`src/rtl/seg_scan_ctrl.sv`:
```
// 4-digit multiplexed 7-segment scan controller decoded from the kcpsm6 write bus.
// Outputs are registered one cycle after the state/counter condition; bus writes are never stalled.
module seg_scan_ctrl #(
   parameter logic [7:0] BASE_PORT = 8'h10,
   parameter int         PRESCALE  = 50000,
   parameter int         BLANK     = 500
) (
   input  logic       CLK,
   input  logic       rst,
   input  logic [7:0] port_id,
   input  logic [7:0] out_port,
   input  logic       write_strobe,
   input  logic       interrupt_ack,
   output logic [3:0] code,
   output logic [3:0] an,
   output logic       dp_n,
   output logic       frame_irq
);
   localparam int            CW         = $clog2(PRESCALE);
   localparam logic [CW-1:0] CNT_LAST   = CW'(PRESCALE - 1);
   localparam logic [CW-1:0] BLANK_LAST = CW'(BLANK - 1);
   localparam logic [7:0]    PORT_LO    = BASE_PORT;
   localparam logic [7:0]    PORT_HI    = BASE_PORT + 8'd1;
   localparam logic [7:0]    PORT_CTRL  = BASE_PORT + 8'd2;

   typedef enum logic [1:0] {ST_IDLE, ST_BLANK, ST_SHOW} state_t;

   state_t        state, state_n;
   logic [CW-1:0] cnt, cnt_n;
   logic [1:0]    idx, idx_n;
   logic [15:0]   shadow, active, active_n;
   logic [7:0]    ctrl;
   logic [3:0]    dp_mask;
   logic          pending;
   logic          wr_lo, wr_hi, wr_ctrl;
   logic          frame_end, do_copy;

   assign wr_lo   = write_strobe && (port_id == PORT_LO);
   assign wr_hi   = write_strobe && (port_id == PORT_HI);
   assign wr_ctrl = write_strobe && (port_id == PORT_CTRL);
   assign dp_mask = ctrl[7:4];

   always_comb begin
      state_n   = state;
      cnt_n     = cnt;
      idx_n     = idx;
      frame_end = 1'b0;
      if (!ctrl[0]) begin
         state_n = ST_IDLE;
         cnt_n   = '0;
         idx_n   = '0;
      end else begin
         case (state)
            ST_IDLE: begin
               state_n = ST_BLANK;
               cnt_n   = '0;
               idx_n   = '0;
            end
            default: begin
               if (cnt == CNT_LAST) begin
                  state_n   = ST_BLANK;
                  cnt_n     = '0;
                  idx_n     = idx + 2'd1;
                  frame_end = (idx == 2'd3);
               end else begin
                  cnt_n = cnt + CW'(1);
                  if (state == ST_BLANK && cnt == BLANK_LAST)
                     state_n = ST_SHOW;
               end
            end
         endcase
      end
   end

   // Copy samples the shadow before any same-cycle write lands, so that write waits a frame.
   assign do_copy  = frame_end && pending;
   assign active_n = do_copy ? shadow : active;

   always_ff @(posedge CLK) begin
      if (rst) begin
         state     <= ST_IDLE;
         cnt       <= '0;
         idx       <= '0;
         shadow    <= '0;
         active    <= '0;
         ctrl      <= '0;
         pending   <= 1'b0;
         code      <= 4'h0;
         an        <= 4'hF;
         dp_n      <= 1'b1;
         frame_irq <= 1'b0;
      end else begin
         state  <= state_n;
         cnt    <= cnt_n;
         idx    <= idx_n;
         active <= active_n;
         if (wr_lo)
            shadow[7:0] <= out_port;
         if (wr_hi)
            shadow[15:8] <= out_port;
         if (wr_ctrl)
            ctrl <= out_port;
         if (wr_lo || wr_hi)
            pending <= 1'b1;
         else if (do_copy)
            pending <= 1'b0;
         if (frame_end && ctrl[1])
            frame_irq <= 1'b1;
         else if (interrupt_ack)
            frame_irq <= 1'b0;
         code <= active_n[{idx_n, 2'b00} +: 4];
         an   <= (state_n == ST_SHOW) ? ~(4'b0001 << idx_n) : 4'hF;
         dp_n <= !((state_n == ST_SHOW) && dp_mask[idx_n]);
      end
   end
endmodule

```
`config.mk`:
```
export PLATFORM = sky130hd
export DESIGN_NAME = seg_scan_ctrl
export DESIGN_NICKNAME = d
export VERILOG_FILES = /design/src/rtl/seg_scan_ctrl.sv
export SDC_FILE = /design/constraint.sdc
export NUM_CORES = 1
export LEC_CHECK = 0
export BUFFER_PORTS_ARGS = -buffer_cell sky130_fd_sc_hd__buf_2
export CORE_MARGIN = 1.5
export CORE_UTILIZATION = 30
export DETAILED_ROUTE_END_ITERATION = 8
export GPL_TIMING_DRIVEN = 0
export MAX_ROUTING_LAYER = met4
export PLACE_DENSITY = 0.52
export REMOVE_ABC_BUFFERS = 1
export SETUP_SLACK_MARGIN = 0.1
export SYNTH_ARGS = -nofsm -noshare
export SYNTH_HDL_FRONTEND = slang
export SYNTH_SLANG_ARGS = --single-unit
```
`constraint.sdc`:
```
create_clock -name CLK -period 2.6 [get_ports CLK]
set_input_delay 0.13 -clock CLK [delete_from_list [all_inputs] [get_ports CLK]]
set_output_delay 0.13 -clock CLK [all_outputs]
set_load 0.03 [all_outputs]
```
* Word level (Yosys, flattened, before mapping)
Index checks and enable logic that the tools add are counted.
Storage, ports and cells: logic and storage cells 59, register bits 71, input port bits 20, output and inout port bits 10
Operators by class: reductions and logical operators 14, bitwise logic cells 3, shifts and indexed selects 2, $add $sub $neg 2, equality and inequality tests 8, muxes and demuxes 17, order comparisons 1
Operators with widths (count):
- 8-bit by 5-bit equality test with 1-bit output (second input constant) | 3
- 16-bit by 1-bit adder with 16-bit output (second input constant) | 1
- 16-bit equality test (second input constant) | 1
- 16-bit by 9-bit equality test with 1-bit output (second input constant) | 1
- 16-bit 2-to-1 mux | 1
- 16-bit by 5-bit indexed part select with 4-bit output | 1
- 2-bit 2-to-1 mux | 7
- 1-bit 2-to-1 mux | 8
- 1-bit logical AND | 7
- 2-bit equality test (second input constant) | 2
- 4-bit NOT | 1
- 2-bit nonzero test | 2
- 4-bit OR reduction | 1
- 1-bit by 2-bit left shift with 4-bit output (first input constant) | 1
- 2-bit by 3-bit less-than comparator with 1-bit output (second input constant) | 1
- 2-bit by 1-bit adder with 2-bit output (second input constant) | 1
- 1-bit binary-select mux with 2-bit select | 1
- 2-bit by 1-bit equality test with 1-bit output (second input constant) | 1
- 2-bit zero test | 1
- 1-bit NOT | 2
- 2-bit OR reduction | 1
- 1-bit zero test | 1
- 1-bit logical OR | 1

* Logic depth before layout (Yosys ltp)
Gate-level depths: netlist of run 1.
depth after elaboration 9, mapped depth 9

* Worst setup path after synthesis of run 1
No wires, ideal clock.
path kind reg2reg, start point register cnt[11], end point register code[0], stages on the path, launching flop included 7, period minus slack after synthesis 2.585 ns, path buffers 0, path slack 0.015 ns, data arrival time 2.458 ns, data required time 2.472 ns, cell sequence dfxtp_1 or4_4 nor4_2 mux2i_1 mux2_2 a32oi_1 o21ai_1
Between the ends: word-level cells in the longest chain between the ends 7
Ends and longest elaborated chain:
- start: declaration | RTL line 29 | logic [CW-1:0] cnt, cnt_n;
- start signal: assignment | RTL line 94 | cnt <= cnt_n;
- 16-bit equality test (*) | RTL line 60 | if (cnt == CNT_LAST) begin
- 1-bit 2-to-1 mux | RTL line 60
- 1-bit 2-to-1 mux | RTL line 53 | case (state)
- 1-bit 2-to-1 mux | RTL line 48 | if (!ctrl[0]) begin
- 1-bit logical AND | RTL line 76 | assign do_copy = frame_end && pending;
- 16-bit 2-to-1 mux | RTL line 77 | assign active_n = do_copy ? shadow : active;
- 16-bit by 5-bit indexed part select with 4-bit output (*) | RTL line 111 | code <= active_n[{idx_n, 2'b00} +: 4];
- end signal: assignment | RTL line 111
- end: declaration | RTL line 14 | output logic [3:0] code,
Mark *: on every way between the ends. The rest lies on a longest branch, timed or not. A chain may end at the register's enable or synchronous reset.

* Worst setup path after layout of run 1
start point register cnt[13], end point register code[1]
Same word-level chain as after synthesis.

==> results of run 1 <==
## power by group
group | internal, uW | leakage (uW) | total [uW] | switching [uW]
Clock | 691 | 0.000126 | 1110 | 421
Sequential | 1060 | 0.000559 | 1060 | 0.518
Combinational | 13.5 | 0.000741 | 34.7 | 21.2
Total | 1760 | 0.00143 | 2200 | 443
## synthesized netlist by cell type (2+ instances only)
master / number / area [sq um]
a21oi_1: 18 / 90.1
a311oi_1: 3 / 26.3
and3_1: 3 / 18.8
buf_2: 2 / 10.0
clkbuf_1: 13 / 48.8
dfxtp_1: 69 / 1380
ha_1: 2 / 25.0
inv_1: 6 / 22.5
mux2_2: 10 / 113
mux2i_1: 26 / 260
nand2_1: 38 / 143
nand2b_1: 4 / 25.0
nand3_1: 18 / 90.1
nand4_1: 5 / 31.3
nand4b_1: 2 / 17.5
nor2_1: 49 / 184
nor2b_1: 7 / 43.8
nor3_1: 2 / 10.0
nor4_1: 2 / 12.5
nor4b_1: 2 / 17.5
o211ai_1: 2 / 15.0
o21ai_0: 7 / 35.0
o22ai_1: 3 / 18.8
or2_2: 2 / 12.5
or4_4: 2 / 22.5
or4bb_1: 2 / 22.5
xnor2_1: 8 / 70.1
xor2_1: 6 / 52.6
## registers in the layout, indices dropped and copies added (netlist names)
register,count
ctrl,6
state,2
frame_irq,1
active,16
cnt,16
idx,2
code,4
dp_n,1
pending,1
shadow,16
an,4
## area by class of cell
| cell class | count | area (sq um) |
|---|---|---|
| clock buffers | 11 | 151 |
| clock inverters | 5 | 106 |
| fillers | 941 | 5580 |
| inverters | 6 | 22.5 |
| multi-input cells | 235 | 1570 |
| flip-flops and latches | 69 | 1390 |
| well taps | 129 | 161 |
| repair buffers | 53 | 348 |
## per-layer routing
metal / vias up / global-route usage, % / wire, um
met4: 0 / 6.73 / 140
met3: 12 / 4.14 / 214
met5: - / - / 0
met2: 41 / 21.8 / 3070
li1: 1216 / - / -
met1: 1132 / 18.7 / 3300
## stage by stage
| stage | hold slack [ps] | cell area, sq um | cells | TNS [ps] |
|---|---|---|---|---|
| after floorplan | 199 | 2860 | 310 | -144 |
| after global placement | 393 | 3170 | 468 | -4980 |
| after detailed placement | 392 | 3170 | 468 | -5800 |
| after CTS | 32.7 | 3680 | 504 | 0 |
| after global routing | 24.6 | 3750 | 508 | -0.0420 |
| final | 33.6 | 3750 | 508 | 0 |
## what timing repair did
action	CTS	global route
pin swaps	7	3
setup buffers	20	4
hold endpoints to repair	0	0
setup endpoints to repair	26	21
gates cloned	0	0
gates resized for setup	24	11
## worst min-delay path by stage
stage                  to  cells after the start
5_1_grt           ctrl[4]                      3
2_1_floorplan   active[0]                      1
4_1_cts         frame_irq                      3
6_report        shadow[2]                      3
3_5_place_dp   shadow[11]                      3
3_3_place_gp    shadow[3]                      3
## cells by family (layout without fill, tap and decap cells)
group                      after synthesis  in the layout  synth area share, %
AOI/OAI and AO/OA                       39             39                 7.92
xor gates and xnor gates                14             14                 4.20
adders and majority gates                2              2                0.856
buffers and inverters                   21             75                 2.78
DFF                                     69             69                 47.3
muxes                                   36             36                 12.8
and+or+nand+nor                        144            144                 24.2
## critical path: stages (launching register included)
cell	delay, ps
dfxtp_2	320
or4_4	550
or4_4	580
buf_4	180
buf_4	140
nand3_1	70
o21ai_0	90
o21ai_0	300
a311oi_1	150
==> flow_summary.json, run 1 <==
{
  "hold_viol_final": 0,
  "timing.final.crit_period_ps": 2530,
  "max_slew_margin_pct": 32.3,
  "leakagePower_uw": 0.00143,
  "crit_arrival_ps": 2740,
  "place_ws_ps": -616,
  "n_antenna_cell": 0,
  "clockBufferDepth": 2,
  "clk-insertion-delay-late_ps": 360,
  "ctsHoldBuffers": 0,
  "ys_seq_area_share_pct": 47.3,
  "synth_edf_count": 0,
  "synth_area_sq_um": 2920,
  "drc": 0,
  "gp_congestion": 0.794,
  "yosysWarnings": 0,
  "p_total_uw": 2200,
  "overflow": 0,
  "die_x_um": 102,
  "reg2reg_from": "cnt[13]",
  "syn_inst": 325,
  "grt_max_degree": 47,
  "row_count": 35,
  "clock-sinks": 69,
  "finalCritPeriodShare_pct": 97.3,
  "worst_clock_skew_ps": 15.7,
  "synth_cell_types": 40,
  "endpoint": "code[1]",
  "drt_iter0_markers": 113,
  "ys_ff_latch": 69,
  "hold_start": "out_port[2]",
  "synthArstFlopShare_pct": 0,
  "reg2reg_slack_ps": 70,
  "cts_tree": "done",
  "first_pass_iters": 4,
  "drv_cap": 0,
  "setup_violations": 0,
  "cts_max_level": 3,
  "path_clk_slew_ps": 80,
  "maxSlewViolCount": 0,
  "pin_count": 30,
  "synth_ff_type": "dfxtp_1",
  "start_kind": "register",
  "fin_util_pct": 40.2,
  "dieArea_sq_um": 10300,
  "hpwl_um": 4280,
  "worst-setup-path-type": "register to register",
  "post-route-worst-setup-slack_ps": 70.4,
  "placement.io_buffers": 29,
  "grt_pass1_wl_um": 11100,
  "mostFrequentLayoutCell": "dfxtp_1",
  "final_cell_mix": "dfxtp_1 (62), nor2_1 (48), nand2_1 (38), buf_2 (29), mux2i_1 (24)",
  "via_per_inst": 4.73,
  "num_vias": 2401,
  "synthToLayoutAreaGrowth_pct": 28.3,
  "endpoint_kind": "register",
  "status": "finished clean",
  "finalNetCount": 396,
  "rsz0062_at_grt": "yes",
  "hold_path_class": "primary input to register",
  "worst_pin_slew_ps": 1010,
  "critical_path.startpoint": "cnt[13]",
  "fp.coreArea_sq_um": 9330,
  "final_antenna_net_count": 0,
  "grt_usage_pct": 14.8,
  "antenna_found_initial": 0,
  "root_buffer": "clkbuf_8",
  "r2r_end": "code[1]",
  "grt_pass1_vias": 2226,
  "dieHeight_um": 102,
  "start_util_pct": 31.3,
  "p_per_area_nw_per_um2": 587,
  "fmax_mhz": 395,
  "routedWlPerCell_um": 13.2,
  "cts_made_buffers": 9,
  "layout-drive-gt1-share_pct": 28.0,
  "syn_area_per_cell_sq_um": 8.99,
  "worstPathRequired_ps": 2810,
  "vdd_drop_max_mv": 0.218,
  "drt-total-wl_um": 6720,
  "rr_worst_depth": 8,
  "critPathMaxFanout": 7
}
No activity file was read; power rests on OpenSTA's default activity.
==> run 2, diff against run 1 <==
--- a/config.mk
+++ b/config.mk
@@ -8,10 +8,11 @@
 export BUFFER_PORTS_ARGS = -buffer_cell sky130_fd_sc_hd__buf_2
 export CORE_MARGIN = 1.5
 export CORE_UTILIZATION = 30
+export CTS_CLUSTER_DIAMETER = 200
 export DETAILED_ROUTE_END_ITERATION = 8
 export GPL_TIMING_DRIVEN = 0
 export MAX_ROUTING_LAYER = met4
-export PLACE_DENSITY = 0.52
+export PLACE_DENSITY = 0.5
 export REMOVE_ABC_BUFFERS = 1
 export SETUP_SLACK_MARGIN = 0.1
 export SYNTH_ARGS = -nofsm -noshare
==> constraint.sdc (replaced) <==
create_clock -name CLK -period 3.26 [get_ports CLK]
set_input_delay 0.163 -clock CLK [delete_from_list [all_inputs] [get_ports CLK]]
set_output_delay 0.163 -clock CLK [all_outputs]
set_load 0.03 [all_outputs]
==> run 2 against run 1 <==
Net effect:
- total power shrank 25%
- fmax shrank 14%
- non-clock buffer count shrank 22
- worst hold slack gained 32 ps
- cell count shrank 4.3%
- first-iteration DRC count shrank 17%
- critical path depth shrank 2
- critical endpoint is now code[0]
- highest routed layer unchanged
==> flow_summary.json, run 2 (same netlist as run 1, synthesis figures left out) <==
{
  "status": "finished clean",
  "drc": 0,
  "fp.coreArea_sq_um": 9330,
  "grt_pass1_vias": 2118,
  "num_vias": 2270,
  "antenna_found_initial": 0,
  "drt-total-wl_um": 6370,
  "clkPwrFrac_pct": 47.2,
  "final_cell_mix": "dfxtp_1 (69), nor2_1 (49), nand2_1 (38), buf_2 (29), mux2i_1 (24)",
  "dp.cells": 468,
  "dieArea_sq_um": 10300,
  "first_pass_iters": 4,
  "crit_slowest_cell": "nor4_2",
  "fin_setup_tns_ps": 0,
  "switching_share_pct": 21.9,
  "overflow": 0,
  "instances_no_fill": 486,
  "path_clk_slew_ps": 80,
  "reg2reg_from": "cnt[11]",
  "layout-drive-gt1-share_pct": 18.8,
  "clockBufferDepth": 2,
  "dr.max_layer_used": "met4",
  "whs_endpoint": "shadow[11]",
  "worst-setup-path-type": "register to register",
  "p_total_uw": 1650,
  "finalNetCount": 374,
  "min_path_cells": 3,
  "hold_path_class": "primary input to register",
  "placement.io_buffers": 29,
  "die_x_um": 102,
  "vdd_drop_max_mv": 0.283,
  "worst_pin_slew_ps": 991,
  "via_per_inst": 4.67,
  "grt_usage_pct": 13.8,
  "pin_count": 30,
  "fmax_mhz": 338,
  "wl_met3_um": 210,
  "gp_congestion": 0.795,
  "rsz0062_at_grt": "no",
  "cts_made_buffers": 9,
  "hold_viol_final": 0,
  "power_frac_comb_pct": 1.7,
  "setup_violations": 0,
  "internal_power_uw": 1290,
  "critical_path.top_delay_family": "simple AND/OR/NAND/NOR gates",
  "cts_tree": "done",
  "crit_path_max_incr_delay_ps": 670,
  "critPathMaxFanout": 8,
  "rr_worst_depth": 6,
  "cts_max_level": 3,
  "n_antenna_cell": 0,
  "start_util_pct": 31.3,
  "pwr-share-seq_pct": 51.2,
  "synthToLayoutAreaGrowth_pct": 17.6,
  "drv_cap": 0,
  "row_count": 35,
  "dieHeight_um": 102,
  "maxSlewViolCount": 0,
  "mostFrequentLayoutCell": "dfxtp_1",
  "worst_clock_skew_ps": 10.7,
  "endpoint_kind": "register",
  "max_slew_margin_pct": 33.7,
  "routedWlPerCell_um": 13.1,
  "path_buf_inv": 0,
  "clk-insertion-delay-late_ps": 350,
  "root_buffer": "clkbuf_8",
  "final_antenna_net_count": 0,
  "r2r_end": "code[0]",
  "p_per_area_nw_per_um2": 479,
  "hold_start": "out_port[3]",
  "switchingPower_uw": 361,
  "drt_iter0_markers": 94,
  "grt_max_degree": 47,
  "m1WireLength_um": 3230,
  "crit_arrival_ps": 3170,
  "reg_top3": "active: 16 flops, cnt: 16 flops, shadow: 16 flops",
  "wl_met2_um": 2790,
  "grt_pass1_wl_um": 10400,
  "leakagePower_uw": 0.00127,
  "ctsHoldBuffers": 0,
  "hpwl_um": 4270,
  "clock-sinks": 69,
  "worstPathRequired_ps": 3480,
  "start_kind": "register",
  "timing.final.crit_period_ps": 2950,
  "finalCritPeriodShare_pct": 90.6,
  "crit_chain": "or4_4, nor4_2, mux2i_4, mux2_2, a32oi_1, o21ai_1",
  "reg2reg_slack_ps": 310
}
==> run 2: changes by cell type in the layout (fill, tap and decap cells not counted), sizes merged <==
cell,before,now
clkbuf,11,9
inv,6,7
clkinvlp,1,2
clkinv,1,2
bufinv,3,2
buf,53,31
==> run 2: power groups by stage <==
stage          Clock (uW)  Sequential (uW)  Combinational, uW
5_1_grt               839              843               30.2
4_1_cts               795              843               28.4
6_report              777              843               27.7
2_1_floorplan           0              862               3.99
3_5_place_dp            0              863               28.4
3_3_place_gp            0              863               28.1
==> run 2: worst min-delay path, stage by stage <==
cell     delay (ps)
buf_2            90
mux2i_1          60
nor2_1           70
==> run 2: area by class of cell <==
cell class / instances / area (sq um)
flip-flops and latches: 69 / 1380
inverters: 6 / 22.5
fillers: 963 / 5890
repair buffers: 31 / 173
multi-input cells: 235 / 1480
clock inverters: 7 / 97.6
well taps: 129 / 161
clock buffers: 9 / 124
==> run 2: metrics by stage <==
step / hold slack [ps] / worst slack, ps / instance area [sq um] / util (%)
final: 65.1 / 305 / 3440 / 36.8
after global routing: 57.4 / 141 / 3440 / 36.8
after CTS: 57.3 / 106 / 3400 / 36.4
after detailed placement: 428 / 17.7 / 3170 / 34.0
after global placement: 421 / 87.2 / 3170 / 34.0
after floorplan: 232 / 612 / 2860 / -
==> run 2: worst max path at each step <==
stage,startpoint,endpoint,cells past startpoint
CTS,cnt[0],code[3],7
floorplan,cnt[11],code[1],6
global placement,cnt[11],code[0],6
detailed placement,cnt[11],code[0],6
global route,cnt[0],code[2],7
finish,cnt[11],code[0],6
==> run 2: what timing repair did <==
item / in CTS / in global routing
pin swaps: 0 / 1
endpoints found under the setup margin: 4 / 4
hold endpoints to repair: 0 / 0
buffers inserted: 0 / 2
resized for setup: 1 / 2
==> run 2: routing by layer <==
| layer | vias to the layer above | global-route usage, % |
|---|---|---|
| li1 | 1169 | - |
| met1 | 1049 | 17.3 |
| met2 | 41 | 20.6 |
| met3 | 11 | 3.31 |
| met4 | 0 | 7.05 |
| met5 | - | - |
